`config.mk`:
```
export PLATFORM = sky130hd
export DESIGN_NAME = vga_timing_counter
export DESIGN_NICKNAME = d
export VERILOG_FILES = /design/src/rtl/vga_timing_counter.sv
export SDC_FILE = /design/constraint.sdc
export NUM_CORES = 1
export LEC_CHECK = 0
export BUFFER_PORTS_ARGS = -buffer_cell sky130_fd_sc_hd__buf_2
export CAP_MARGIN = 0
export CORE_ASPECT_RATIO = 2
export CORE_UTILIZATION = 45
export CTS_BUF_LIST = sky130_fd_sc_hd__clkbuf_8
export DETAILED_ROUTE_END_ITERATION = 8
export PLACE_DENSITY = 0.79
export REMOVE_ABC_BUFFERS = 1
export SLEW_MARGIN = 5
export SYNTH_ARGS = -nofsm -noshare
export SYNTH_HDL_FRONTEND = slang
export SYNTH_SLANG_ARGS = --single-unit
```
`constraint.sdc`:
```
create_clock -name clk -period 4.4 [get_ports clk]
set_input_delay 0.22 -clock clk [delete_from_list [all_inputs] [get_ports clk]]
set_output_delay 0.22 -clock clk [all_outputs]
set_load 0.01 [all_outputs]
```
`src/rtl/vga_timing_counter.sv`:
```
// VGA raster timing: clock-enable divider, pixel/line counters, region and
// end-of-line/frame flags, and a wrapping completed-frame counter.
module vga_timing_counter #(
    parameter int unsigned H_ACTIVE = 640,
    parameter int unsigned H_FP     = 16,
    parameter int unsigned H_PULSE  = 96,
    parameter int unsigned H_BP     = 48,
    parameter int unsigned V_ACTIVE = 480,
    parameter int unsigned V_FP     = 10,
    parameter int unsigned V_PULSE  = 2,
    parameter int unsigned V_BP     = 33,
    parameter int unsigned CLK_DIV  = 2
) (
    input  logic       clk,
    input  logic       rst,
    input  logic       en,
    output logic       pix_en,
    output logic [9:0] hcount,
    output logic [9:0] vcount,
    output logic       active,
    output logic       line_end,
    output logic       frame_end,
    output logic [7:0] frame_cnt
);

    localparam int unsigned H_TOTAL = H_ACTIVE + H_FP + H_PULSE + H_BP;
    localparam int unsigned V_TOTAL = V_ACTIVE + V_FP + V_PULSE + V_BP;
    localparam int unsigned DIV_W   = (CLK_DIV > 1) ? $clog2(CLK_DIV) : 1;

    localparam logic [DIV_W-1:0] DIV_LAST = DIV_W'(CLK_DIV - 1);
    localparam logic [9:0]       H_LAST   = 10'(H_TOTAL - 1);
    localparam logic [9:0]       V_LAST   = 10'(V_TOTAL - 1);
    localparam logic [10:0]      H_ACT_W  = 11'(H_ACTIVE);
    localparam logic [10:0]      V_ACT_W  = 11'(V_ACTIVE);

    if (H_TOTAL > 1024 || V_TOTAL > 1024) begin : g_total_range
        $error("vga_timing_counter: H_TOTAL and V_TOTAL must not exceed 1024");
    end
    if (CLK_DIV < 1) begin : g_div_range
        $error("vga_timing_counter: CLK_DIV must be at least 1");
    end

    logic [DIV_W-1:0] div_q, div_d;
    logic             pix_en_q, pix_en_d;
    logic [9:0]       hcount_q, hcount_d;
    logic [9:0]       vcount_q, vcount_d;
    logic [7:0]       frame_cnt_q, frame_cnt_d;

    always_comb begin
        div_d       = div_q;
        pix_en_d    = 1'b0;
        hcount_d    = hcount_q;
        vcount_d    = vcount_q;
        frame_cnt_d = frame_cnt_q;
        if (en) begin
            div_d    = (div_q == DIV_LAST) ? '0 : div_q + 1'b1;
            pix_en_d = (div_q == DIV_LAST);
            // Positions advance on the edge that consumes the registered strobe.
            if (pix_en_q) begin
                if (hcount_q == H_LAST) begin
                    hcount_d = '0;
                    if (vcount_q == V_LAST) begin
                        vcount_d    = '0;
                        frame_cnt_d = frame_cnt_q + 8'd1;
                    end else begin
                        vcount_d = vcount_q + 10'd1;
                    end
                end else begin
                    hcount_d = hcount_q + 10'd1;
                end
            end
        end
    end

    always_ff @(posedge clk) begin
        if (rst) begin
            div_q       <= '0;
            pix_en_q    <= 1'b0;
            hcount_q    <= '0;
            vcount_q    <= '0;
            frame_cnt_q <= '0;
        end else begin
            div_q       <= div_d;
            pix_en_q    <= pix_en_d;
            hcount_q    <= hcount_d;
            vcount_q    <= vcount_d;
            frame_cnt_q <= frame_cnt_d;
        end
    end

    assign pix_en    = pix_en_q;
    assign hcount    = hcount_q;
    assign vcount    = vcount_q;
    assign frame_cnt = frame_cnt_q;
    assign active    = ({1'b0, hcount_q} < H_ACT_W) && ({1'b0, vcount_q} < V_ACT_W);
    assign line_end  = pix_en_q && en && (hcount_q == H_LAST);
    assign frame_end = line_end && (vcount_q == V_LAST);

endmodule

```
* Word level (Yosys, flattened, before mapping)
Index checks and enable logic that the tools add are counted.
** Word-level totals
- Register bits after elaboration :: 30
- Bits in latches :: 0
- Memory bits (writable) :: 0
- ROM bits :: 0
- Input port bits :: 3
- Output and inout port bits :: 32
- Logic and storage cells :: 25
- Memories kept :: 0
** Cells by class
- Add/sub/neg operators :: 4
- $mul :: 0
- Div/mod/pow operators :: 0
- Magnitude comparators :: 2
- Equal/unequal tests :: 2
- Shift-type cells :: 0
- Multiplexer cells :: 3
- Bitwise gates (word level) :: 1
- Reduce and logical (&&, ||, !) cells :: 8
** Operators with widths (count)
- adder 10 x 1 -> 10 bit (second input constant) :: 2
- == test 10 bit (second input constant) :: 2
- 2-to-1 mux 10 bit :: 2
- < comparator 10 bit (second input constant) :: 1
- < comparator 10 x 9 -> 1 bit (second input constant) :: 1
- adder 8 x 1 -> 8 bit (second input constant) :: 1
- logical AND 1 bit :: 4
- AND reduction 4 bit :: 1
- AND reduction 3 bit :: 1
- AND reduction 2 bit :: 1
- OR reduction 2 bit :: 1
- adder 1 bit (second input constant) :: 1
- 2-to-1 mux 1 bit :: 1
- inverter 1 bit :: 1

* Depth between registers and ports, before layout
- Depth in word-level cells :: 3
- Depth in mapped cells :: 8

* Worst setup path before layout
Ideal clock, no wire load.
- Kind :: reg2reg
- From :: reg vcount_q[0] (netlist: vcount[0])
- To :: reg frame_cnt_q[3] (netlist: frame_cnt[3])
- Arrival :: 2.073 ns
- Setup slack :: 2.257 ns
- Cell stages (with the launch flop) :: 8
- Cells stage by stage :: dfxtp_1 inv_1 ha_1 or4b_1 or3_1 buf_2 or4_1 a21oi_1
** Between the ends
- Longest elaborated chain between the ends :: 2
** Ends and longest elaborated chain
- from (decl) :: line 46 : logic [9:0] vcount_q, vcount_d;
- from (signal assigned) :: line 86 : vcount_q <= vcount_d;
- == test 10 bit :: line 62 : if (vcount_q == V_LAST) begin
- AND reduction 4 bit (no line)
- to (signal assigned) :: line 87 : frame_cnt_q <= frame_cnt_d;
- to (decl) :: line 47 : logic [7:0] frame_cnt_q, frame_cnt_d;
No other way between the ends.
A chain may end at the register's enable or synchronous reset.

* Worst setup path after layout
- From :: reg vcount_q[0] (netlist: vcount[0])
- To :: out frame_end
** Between the ends
- Longest elaborated chain between the ends :: 2
** Ends and longest elaborated chain
- == test 10 bit :: line 97 : assign frame_end = line_end && (vcount_q == V_LAST);
- logical AND 1 bit :: line 97
- to (decl) :: line 22 : output logic frame_end,
No other way between the ends.

==> results by group <==
Status
  • Status: finished clean

Power and ir drop
  • Seq pwr share: between 50% and 60%
  • P per Cell Area: slightly below 300 nW/um2
  • Switching part of the total power: between 20% and 30%
  • Internal power: ~400 uW
  • Clk pwr share: about 44%
  • Lkg Pwr: slightly below 0.7 nW
  • Logic pwr share: ~2%
  • Max VDD drop: roughly 0.23 mV
  • Psw: approximately 110 uW

Layout
  • Most common cell after layout, fill and taps aside: buf_2
  • Most frequent cells in the layout: 34 x buf_2, 30 x dfxtp_1, 17 x nand3_1, 17 x a21oi_1, 16 x nor2_1
  • Total Nets Final: around 210
  • Filler instances: 295
  • Ant. Diodes: 0
  • Final non-filler cell total: ~240
  • Ratio of cells with drive above 1 in the final layout: approximately a fifth
  • Layout area overhead: 17.8%

Clocking
  • # Post-CTS Setup Buffers: 0
  • Clock-pin slew on the worst setup and hold paths: around 60 ps
  • Post_cts resized: 0
  • CTS H-tree lvls: 2
  • CTS tree: done
  • Num CTS Buffers: 5
  • Cts hold-fix bufs: 0
  • Bufs on Longest Clock Path: 2
  • Worst skew pair latency: approximately 290 ps
  • CTS Sinks: 30
  • CTS root buf: clkbuf_8

Die
  • Die Wd: roughly 42 um
  • Die Y-Extent: just over 80 um
  • Placement row count: 28
  • I/O pin total: 35
  • Starting Density: 48.4%
  • CORE AREA: 3010 um2
  • Die area: 3490 um2

Setup path
  • Slowest stage cell, crit path: or3_1
  • R2r endpoint: frame_cnt[7]
  • Critical-path cell list: inv_1, ha_1, or4b_1, or3_1, nor2_1, buf_2
  • Bufs and invs on worst path: 2
  • Crit-path max FO: 18
  • Kind of critical path: reg -> out
  • Worst path depth: 6
  • WP data arrival: 2190 ps
  • Worst Setup End Kind: output port
  • R2R depth: 6
  • Critical Path Source Type: flop
  • Critical Path Source: vcount[0]
  • Crit path largest cell delay: between 500 and 600 ps
  • Top delay family on crit path: simple AND/OR/NAND/NOR gates
  • CP required: approximately 4200 ps
  • Crit path capture: frame_end
  • R2R setup slack: between 2000 and 2500 ps
  • Reg-to-reg startpoint: vcount[0]

Drt
  • Vias: ~1.4k
  • Wire per inst: approximately 14 um
  • DRC viols: 0
  • Starting DRT DRC Count: 35
  • Drt total wl: roughly 3.3 mm
  • Routed Antenna Nets: 0
  • Via density: around 6
  • DR pass1 iterations: 4

Yosys
  • FF+latch count, synth: 30
  • Seq/Total Area, Yosys: 41.2%
  • Syn Area/Cell: approximately 8.4 um2
  • Syn. warnings: 0
  • Top-area cell type share of the netlist area: 41.2%
  • Cell taking the most area after synthesis: dfxtp_1
  • Syn Inst Count: between 150 and 200
  • Mapped Area: around 1500 um2
  • Top cells by area, synth: dfxtp_1 41%, a21oi_1 5.8%, nand3_1 5.8%
  • Yosys cell types: 31

GRT
  • Total Routing Usage GR: roughly a fifth
  • Initial antenna violation count: 0
  • Vias in the first global route: 1,256
  • Largest net degree at the start of global routing: 31
  • First-pass GRT wire length: approximately 5.5 mm
  • Total grt overflow: 0

Placed design
  • Number of port buffers: 34
  • DP Worst Slack: 2020 ps
  • Placed instance count: 230
  • DP HPWL: 2.29 mm
  • GPL Wtd Cong: about 0.76

STA
  • Final Skew: between 3 and 4 ps
  • RSZ-0062 raised after global routing: false
  • Worst-Margin Slew: roughly 500 ps
  • Fmax: ~410 MHz
  • Fin. Hold Viols: 0
  • Setup WS post-layout: roughly 2000 ps
  • Fin crit share: a little over half
  • Rel. slew slack: 66.8%
  • Final Critical Period: approximately 2400 ps
  • TNS Setup: 0 ps
  • Final Max Tran Viols: 0
  • Final setup violation count: 0

Min path
  • Min-delay worst type: in -> reg

Flow run
  • Count of maximum capacitance violations: 0
worst min-delay path: stages:
cell and delay, ps:
buf_2 150, nand2_1 80, nor2_1 30
metal layers:
layer | share of wire [%] | global-route usage (%) | up-vias | wire length, um
li1 | - | - | 706 | -
met1 | 41 | 21.6 | 648 | 1340
met2 | 51 | 36.5 | 40 | 1670
met3 | 4.9 | 5.65 | 8 | 159
met4 | 2.7 | 13.4 | 0 | 88
met5 | 0 | 0 | - | 0
state kept, by name, indices dropped and copies added (netlist names):
| register | flops |
|---|---|
| frame_cnt | 8 |
| pix_en | 1 |
| div_q | 1 |
| hcount | 10 |
| vcount | 10 |
logic make-up after synthesis:
| family | synth area share, % |
|---|---|
| AOI/OAI and AO/OA | 13.4 |
| xor gates and xnor gates | 7.20 |
| adders and majority gates | 3.43 |
| buffers and inverters | 4.20 |
| DFF | 41.2 |
| and+or+nand+nor | 30.6 |
worst min path at each step:
stage          startpoint      endpoint  cells past startpoint
2_1_floorplan         rst  frame_cnt[0]                      1
3_3_place_gp        div_q        pix_en                      2
3_5_place_dp        div_q        pix_en                      2
4_1_cts                en        pix_en                      3
5_1_grt                en        pix_en                      3
6_report               en        pix_en                      3
cells in the mapped netlist (all sizes together):
library cell / number
nand2: 12
nand3: 17
nand2b: 1
a21oi: 17
nand4: 5
nor2: 16
xnor2: 7
xor2: 5
or4b: 1
inv: 6
dfxtp: 30
clkbuf: 6
nand4b: 2
and3: 3
ha: 4
a41o: 1
nor3: 3
and4: 2
o31ai: 9
a21o: 1
nor4: 3
or3: 5
o21ai: 5
or4: 9
or3b: 2
buf: 2
through the flow:
step,util (%),total power [mW],hold slack [ps],area (um2)
CTS,57.1,0.520,221,1720
finish,57.1,0.512,230,1720
global route,57.1,0.534,218,1720
global placement,54.0,0.291,435,1630
detailed placement,54.0,0.291,439,1630
floorplan,-,0.285,289,1420
final cells by class:
cell class / instances / area (um2) / area share (%)
inverter: 6 / 22.5 / 1.31
clock inverter: 2 / 8.76 / 0.509
clock buffer: 6 / 82.6 / 4.80
timing repair buffer: 34 / 170 / 9.90
tap: 30 / 37.5 / 2.18
multi-input combinational: 130 / 797 / 46.4
sequential: 30 / 601 / 34.9
power by group through the flow:
stage | Combinational (mW) | Clock, mW | Sequential [mW]
after CTS | 0.0106 | 0.235 | 0.275
after global routing | 0.0112 | 0.248 | 0.275
final | 0.0103 | 0.227 | 0.275
after global placement | 0.0105 | 0 | 0.281
after detailed placement | 0.0106 | 0 | 0.281
after floorplan | 0.00452 | 0 | 0.281
(Power assumes the default switching activity.)
